==> config.mk <==
export PLATFORM = sky130hd
export DESIGN_NAME = d_inst_buffer
export DESIGN_NICKNAME = d
export VERILOG_FILES = /design/src/rtl/d_inst_buffer_pkg.sv /design/src/rtl/d_ibuf_compact.sv /design/src/rtl/d_inst_buffer.sv
export SDC_FILE = /design/constraint.sdc
export NUM_CORES = 1
export LEC_CHECK = 0
export BUFFER_PORTS_ARGS = -buffer_cell sky130_fd_sc_hd__buf_2
export CAP_MARGIN = 40
export CORE_MARGIN = 2
export CORE_UTILIZATION = 60
export DETAILED_ROUTE_END_ITERATION = 6
export GPL_TIMING_DRIVEN = 1
export PLACE_DENSITY = 0.8
export REMOVE_ABC_BUFFERS = 1
export SYNTH_ARGS = -nofsm -noshare
export SYNTH_HDL_FRONTEND = slang
export SYNTH_SLANG_ARGS = --single-unit
==> constraint.sdc <==
create_clock -name clk -period 8.8 [get_ports clk]
set_clock_uncertainty 0.2 [all_clocks]
set_input_delay 1.76 -clock clk [delete_from_list [all_inputs] [get_ports clk]]
set_output_delay 1.76 -clock clk [all_outputs]
set_load 0.02 [all_outputs]
==> src/rtl/d_inst_buffer_pkg.sv <==
// Shared decode-stage types for the instruction buffer.
// Entry layout, default depth and a 2-bit popcount helper.
package d_inst_buffer_pkg;

    localparam int D_IBUF_DEPTH = 8;

    typedef struct packed {
        logic [31:0] pc;
        logic [31:0] inst;
    } ibuf_entry_t;

    function automatic logic [1:0] popcnt2(input logic [1:0] m);
        return {1'b0, m[0]} + {1'b0, m[1]};
    endfunction

endpackage

==> src/rtl/d_ibuf_compact.sv <==
// Packs a masked 2-wide fetch packet into contiguous write data.
// wdata[0] is always the oldest valid instruction; wcnt is 0..2.
module d_ibuf_compact
    import d_inst_buffer_pkg::*;
(
    input  logic [1:0]        mask,
    input  logic [1:0][31:0]  pc,
    input  logic [1:0][31:0]  inst,
    output ibuf_entry_t [1:0] wdata,
    output logic [1:0]        wcnt
);

    ibuf_entry_t slot0;
    ibuf_entry_t slot1;

    always_comb begin
        slot0    = '{pc: pc[0], inst: inst[0]};
        slot1    = '{pc: pc[1], inst: inst[1]};
        wdata[1] = slot1;
        wdata[0] = mask[0] ? slot0 : slot1;
        wcnt     = popcnt2(mask);
    end

endmodule

==> src/rtl/d_inst_buffer.sv <==
// Decode-stage instruction buffer: 2-wide in, 2-wide out circular queue.
// Optional perf counters when D_IBUF_PERF_EN is defined.
module d_inst_buffer
    import d_inst_buffer_pkg::*;
#(
    parameter int DEPTH = D_IBUF_DEPTH
) (
    input  logic                     clk,
    input  logic                     rst_n,
    input  logic                     flush_i,
    input  logic                     f_valid_i,
    output logic                     f_ready_o,
    input  logic [1:0]               f_mask_i,
    input  logic [1:0][31:0]         f_pc_i,
    input  logic [1:0][31:0]         f_inst_i,
    output logic [1:0]               d_valid_o,
    input  logic                     d_ready_i,
    output logic [1:0][31:0]         d_pc_o,
    output logic [1:0][31:0]         d_inst_o,
`ifdef D_IBUF_PERF_EN
    output logic [31:0]              stall_cnt_o,
    output logic [31:0]              starve_cnt_o,
`endif
    output logic [$clog2(DEPTH):0]   count_o
);

    localparam int AW = $clog2(DEPTH);
    localparam int CW = AW + 1;

    logic [AW-1:0] head;
    logic [AW-1:0] tail;
    logic [CW-1:0] count;
    ibuf_entry_t   mem [DEPTH];

    ibuf_entry_t [1:0] wdata;
    logic [1:0]        wcnt;
    logic              live;
    logic              enq;
    logic              deq;
    logic [1:0]        enq_n;
    logic [1:0]        deq_n;
    ibuf_entry_t       rd0;
    ibuf_entry_t       rd1;

    d_ibuf_compact u_compact (
        .mask  (f_mask_i),
        .pc    (f_pc_i),
        .inst  (f_inst_i),
        .wdata (wdata),
        .wcnt  (wcnt)
    );

    // Flush and reset both mask the handshakes in the same cycle.
    always_comb begin
        live         = rst_n && !flush_i;
        f_ready_o    = live && (count <= CW'(DEPTH - 2));
        d_valid_o[0] = live && (count != '0);
        d_valid_o[1] = live && (count >= CW'(2));
        enq          = f_valid_i && f_ready_o;
        deq          = d_ready_i && d_valid_o[0];
        enq_n        = enq ? wcnt : 2'd0;
        deq_n        = deq ? (d_valid_o[1] ? 2'd2 : 2'd1) : 2'd0;
        rd0          = mem[head];
        rd1          = mem[head + AW'(1)];
        d_pc_o[0]    = rd0.pc;
        d_pc_o[1]    = rd1.pc;
        d_inst_o[0]  = rd0.inst;
        d_inst_o[1]  = rd1.inst;
        count_o      = count;
    end

    always_ff @(posedge clk) begin
        if (!rst_n || flush_i) begin
            head  <= '0;
            tail  <= '0;
            count <= '0;
        end else begin
            head  <= head + AW'(deq_n);
            tail  <= tail + AW'(enq_n);
            count <= count + CW'(enq_n) - CW'(deq_n);
        end
    end

    always_ff @(posedge clk) begin
        if (enq && wcnt != 2'd0)
            mem[tail] <= wdata[0];
        if (enq && wcnt == 2'd2)
            mem[tail + AW'(1)] <= wdata[1];
    end

`ifdef D_IBUF_PERF_EN
    logic stall_hit;
    logic starve_hit;

    always_comb begin
        stall_hit  = f_valid_i && !f_ready_o && !flush_i;
        starve_hit = d_ready_i && (count == '0) && !flush_i;
    end

    // Saturating; flush deliberately leaves them alone.
    always_ff @(posedge clk) begin
        if (!rst_n) begin
            stall_cnt_o  <= '0;
            starve_cnt_o <= '0;
        end else begin
            if (stall_hit && stall_cnt_o != '1)
                stall_cnt_o <= stall_cnt_o + 32'd1;
            if (starve_hit && starve_cnt_o != '1)
                starve_cnt_o <= starve_cnt_o + 32'd1;
        end
    end
`endif

endmodule

### After elaboration in Yosys (flattened, before gate mapping)

Memory sizes are Yosys's and may differ from the RTL's. A register that Yosys moved wholly into a read port is not among the register bits.
Index checks and enable logic that the tools add are counted.

| word-level totals | value |
|---|---|
| word-level logic and storage cells | 36 |
| memories kept | 1 |
| input port bits | 135 |
| register bits | 10 |
| bits in writable memories | 512 |
| output and inout port bits | 135 |

Memories:

| memory | depth | width | read ports | clocked after memory_dff | wr ports | line | source |
|---|---|---|---|---|---|---|---|
| mem | 8 | 64 | 2 | 1 | 2 | d_inst_buffer.sv:33 | `ibuf_entry_t mem [DEPTH];` |

| operators by class | value |
|---|---|
| mux-type cells | 9 |
| reduce and logical (&&, ||, !) cells | 13 |
| add/sub/neg operators | 7 |
| $lt $le $gt $ge | 2 |
| eq/ne operators | 1 |

Operators with widths:

| kind | count |
|---|---|
| 64-bit 2-to-1 mux | 1 |
| 1-bit logical AND | 8 |
| 3-bit by 1-bit adder with 3-bit output, second input constant | 2 |
| 3-bit by 2-bit adder with 3-bit output | 2 |
| 2-bit 2-to-1 mux | 3 |
| 4-bit by 2-bit adder with 4-bit output | 1 |
| 4-bit by 2-bit >= comparator with 1-bit output, second input constant | 1 |
| 4-bit by 3-bit <= comparator with 1-bit output, second input constant | 1 |
| 1-bit 2-to-1 mux | 4 |
| 4-bit nonzero test | 1 |
| 4-bit by 2-bit subtractor with 4-bit output | 1 |
| 3-bit 2-to-1 mux | 1 |
| 1-bit by 1-bit adder with 2-bit output | 1 |
| 2-bit equality test, second input constant | 1 |
| 1-bit logical NOT | 2 |
| 2-bit nonzero test | 1 |
| 1-bit logical OR | 1 |

### Depth between registers and ports, before layout

| depth | value |
|---|---|
| word-level depth | 7 |
| depth in mapped cells | 16 |
| depth with buffers taken out | 14 |

### Hierarchy

From an unflattened synthesis, not the netlist that was laid out.

| second synthesis, totals | value |
|---|---|
| cells, all modules | 1777 |
| area, all modules | 31511.5 µm² |

Modules (own cells, without submodules):

| module | cells an instance | instances | sequential area each (µm²) | area an instance (µm²) |
|---|---|---|---|---|
| d_inst_buffer | 1641 | 1 | 15574.9 | 29941.2 |
| d_ibuf_compact | 136 | 1 | 0.0 | 1570.3 |

### Worst setup path after synthesis

Ideal clock, no wire load.

| timing | value |
|---|---|
| path type | input-to-reg |
| from | input port f_mask_i[0] |
| to | memory mem[6][0] (netlist name) (enable) |
| buffers on the path | 3 |
| data required time | 8.093 ns |
| setup slack | 1.782 ns |
| data arrival time | 6.311 ns |
| stages on the path | 8 |
| library setup time | 0.507 ns |
| path through | buf_2 > buf_2 > buf_1 > inv_1 > ha_1 > nor2_1 > nand4_1 > a21oi_1 |

RTL lines:

| what | line | source |
|---|---|---|
| from (decl) | d_inst_buffer.sv:13 | `input logic [1:0] f_mask_i,` |
| to (decl) | d_inst_buffer.sv:33 |  |

==> flow_summary.json <==
{
  "cts.sinks": 522,
  "die_area_um2": 54730,
  "syn_area_um2": 31730,
  "place_area_um2": 33840,
  "post_cts_resized": 0,
  "drv_slew": 0,
  "drt-vias-per-instance": 6.948,
  "fin_cells": 2960,
  "start_util": 0.6049,
  "cts_setup_buffers": 0,
  "slew_headroom": 0.2888,
  "ant_nets": 0,
  "ir_worst_vdd_uv": 164.3,
  "rr_startpoint": "count_o[3]",
  "gp_congestion": 0.9030,
  "wirelength_um": 88600,
  "seq_area_frac_synth": 0.4909,
  "cts.reportedPaths.clkPinSlew_ps": 60,
  "outcome": "complete, no violations",
  "synthCells": 2070,
  "ys_types": 43,
  "io_pins": 270,
  "syn2layout_area_growth_pct": 12.23,
  "fmax_ghz": 0.1747,
  "rrSetupSlack_ps": 4520,
  "critPathLaunch": "head[0]",
  "critical_path_required_ps": 6840,
  "cts_tree": "done",
  "cts_buffer_depth": 3,
  "postCtsHoldBufs": 0,
  "yosysTopAreaCellShare": 0.4846,
  "grt_pass1_wl_um": 131100,
  "cp.arrival_ps": 3770,
  "cts_max_level": 2,
  "cp-end-kind": "primary output",
  "firstDrtPassIters": 6,
  "dieHeight_um": 233.9,
  "endpoint": "d_inst_o[2]",
  "drive_above_1_share": 0.5254,
  "hp-class": "flip-flop to flip-flop",
  "first_global_vias": 21210,
  "synth_top_area_cell": "edfxtp_1",
  "crit-reg2reg-capture": "mem[6][30]",
  "clk_latency_ps": 590,
  "start_kind": "flip-flop",
  "wl_per_cell_um": 29.93,
  "die_w_um": 233.9,
  "cts_root_buffer": "clkbuf_16",
  "io_buffers": 269,
  "antenna_found_initial": 11,
  "vias": 20570,
  "final_area_um2": 35610,
  "final_net_count": 2375,
  "layout_setup_ws_ps": 3074,
  "drc_errors": 0,
  "setup_viol": 0,
  "grt_start_max_net_pins": 152,
  "place_ws_ps": 3531,
  "worstMarginPinSlew_ps": 1067,
  "setup_tns_ps": 0,
  "synth_warnings": 0,
  "ff2ff_path_depth": 8,
  "drv_cap": 0,
  "drt_iter0_drc": 2391,
  "hpwl_um": 53530,
  "critPathMaxFanout": 151,
  "synthTopCellsByArea": "edfxtp_1, mux4_2, mux2_2",
  "cellPowerDensity_nw_per_um2": 156.9,
  "min_period_ps": 5726,
  "dp.cells": 2854,
  "synth-seq-cells": 522,
  "rows": 84,
  "synth.avg_cell_area_um2": 15.33,
  "fp.coreArea_um2": 52450,
  "worst-setup-path-type": "flip-flop to primary output",
  "p_total_mw": 5.586,
  "fin_crit_sh": 0.6506,
  "gr-total-overflow": 0,
  "rsz0062_at_grt": "false",
  "cts_buffers": 55,
  "p_leak_nw": 12.07,
  "hold_violations": 0,
  "grtUsageTotal": 0.3248
}
## synthesized netlist by cell type
| library cell | number |
|---|---|
| a21o_1 | 1 |
| a21oi_1 | 199 |
| a22oi_1 | 3 |
| a32oi_1 | 3 |
| and2_1 | 7 |
| and3_1 | 3 |
| and3b_1 | 2 |
| and4_1 | 1 |
| and4b_1 | 1 |
| buf_1 | 80 |
| buf_2 | 52 |
| buf_4 | 6 |
| buf_6 | 16 |
| clkbuf_1 | 70 |
| dfxtp_1 | 10 |
| edfxtp_1 | 512 |
| fa_1 | 4 |
| ha_1 | 13 |
| inv_1 | 12 |
| inv_2 | 1 |
| mux2_2 | 392 |
| mux2_4 | 120 |
| mux2i_1 | 64 |
| mux4_2 | 256 |
| nand2_1 | 4 |
| nand2b_1 | 1 |
| nand3_1 | 5 |
| nand3_2 | 2 |
| nand4_1 | 2 |
| nor2_1 | 207 |
| nor2_2 | 1 |
| nor2b_1 | 4 |
| nor3_1 | 2 |
| nor3b_1 | 1 |
| nor4b_1 | 1 |
| nor4bb_1 | 1 |
| o2111ai_1 | 2 |
| o2111ai_2 | 1 |
| o21ai_0 | 1 |
| o21ai_4 | 1 |
| xnor2_1 | 3 |
| xnor2_2 | 1 |
| xor2_1 | 2 |
## final cells by class
type / instances / area (um^2)
sequential: 522 / 15590
antenna: 7 / 17.52
multi-input combinational: 1311 / 15240
clock buffer: 66 / 1418
clock inverter: 33 / 329.1
timing repair buffer: 320 / 2111
inverter: 13 / 48.80
tap: 688 / 860.8
fill: 3430 / 16840
## cells by family after synthesis
family / synth area share
multiplexers: 0.3979
flip-flops: 0.4909
AND/OR/NAND/NOR: 0.03222
buffers and inverters: 0.03459
AO/OA/AOI/OAI: 0.03486
adder cells (fa/ha/maj): 0.007651
XOR/XNOR: 0.001893
## worst min-delay path by stage
stage                       start  endpoint  slack, ps  cells after the start
after floorplan           tail[2]   tail[2]        400                      2
after global placement    tail[2]   tail[2]        440                      2
after detailed placement  tail[2]   tail[2]        470                      2
after CTS                 tail[2]   tail[2]        490                      2
after global routing      tail[2]   tail[2]        500                      2
final                     tail[2]   tail[2]        490                      2
## placed cells by master, fill, tap and decap left out, types with 3 or more instances in the layout
cell,netlist,routed
a21oi_1,199,197
a22oi_1,3,3
a32oi_1,3,3
and2_1,7,7
buf_12,0,6
buf_16,0,15
buf_2,52,268
buf_4,6,30
bufinv_16,0,6
clkbuf_1,70,11
clkbuf_16,0,55
clkinv_1,0,13
clkinv_2,0,9
clkinvlp_4,0,3
dfxtp_1,10,7
dfxtp_4,0,3
diode_2,0,7
edfxtp_1,512,512
fa_1,4,4
ha_1,13,12
inv_1,12,12
mux2_2,392,392
mux2_4,120,120
mux2i_1,64,64
mux4_2,256,256
nand2_1,4,4
nand3_1,5,3
nor2_1,207,201
nor2_4,0,6
nor2b_1,4,4
o2111ai_4,0,3
xnor2_1,3,3
## registers in the layout, indices dropped and copies added, names as in the netlist
register and count:
mem 512, count_o 4, head 3, tail 3
## power breakdown
group          switching, mW  internal, mW  total [mW]
combinational          0.260         0.246       0.507
clock                  0.986          1.32        2.30
sequential           0.00842          2.77        2.77
## critical path: stages, from the launching register on
cell and delay (ps):
dfxtp_4 370, buf_12 750, buf_4 880, mux4_2 620
mux2_2 310, buf_2 170
## layer usage
metal	wire [um]	part of all wire	track usage	up-vias
met5	66	0.00074	0	-
met4	2424	0.027	0.1046	12
met3	9205	0.10	0.06858	185
met2	44610	0.50	0.5398	1249
li1	-	-	-	8527
met1	32290	0.36	0.4311	10590
## stage by stage
step / utilization / hold WS, ps
2_1_floorplan: - / 401.9
3_3_place_gp: 0.6359 / 442.2
3_5_place_dp: 0.6453 / 472.3
4_1_cts: 0.6786 / 485.2
5_1_grt: 0.6787 / 498.9
6_report: 0.6789 / 487.6
No activity file was read; power rests on OpenSTA's default activity.
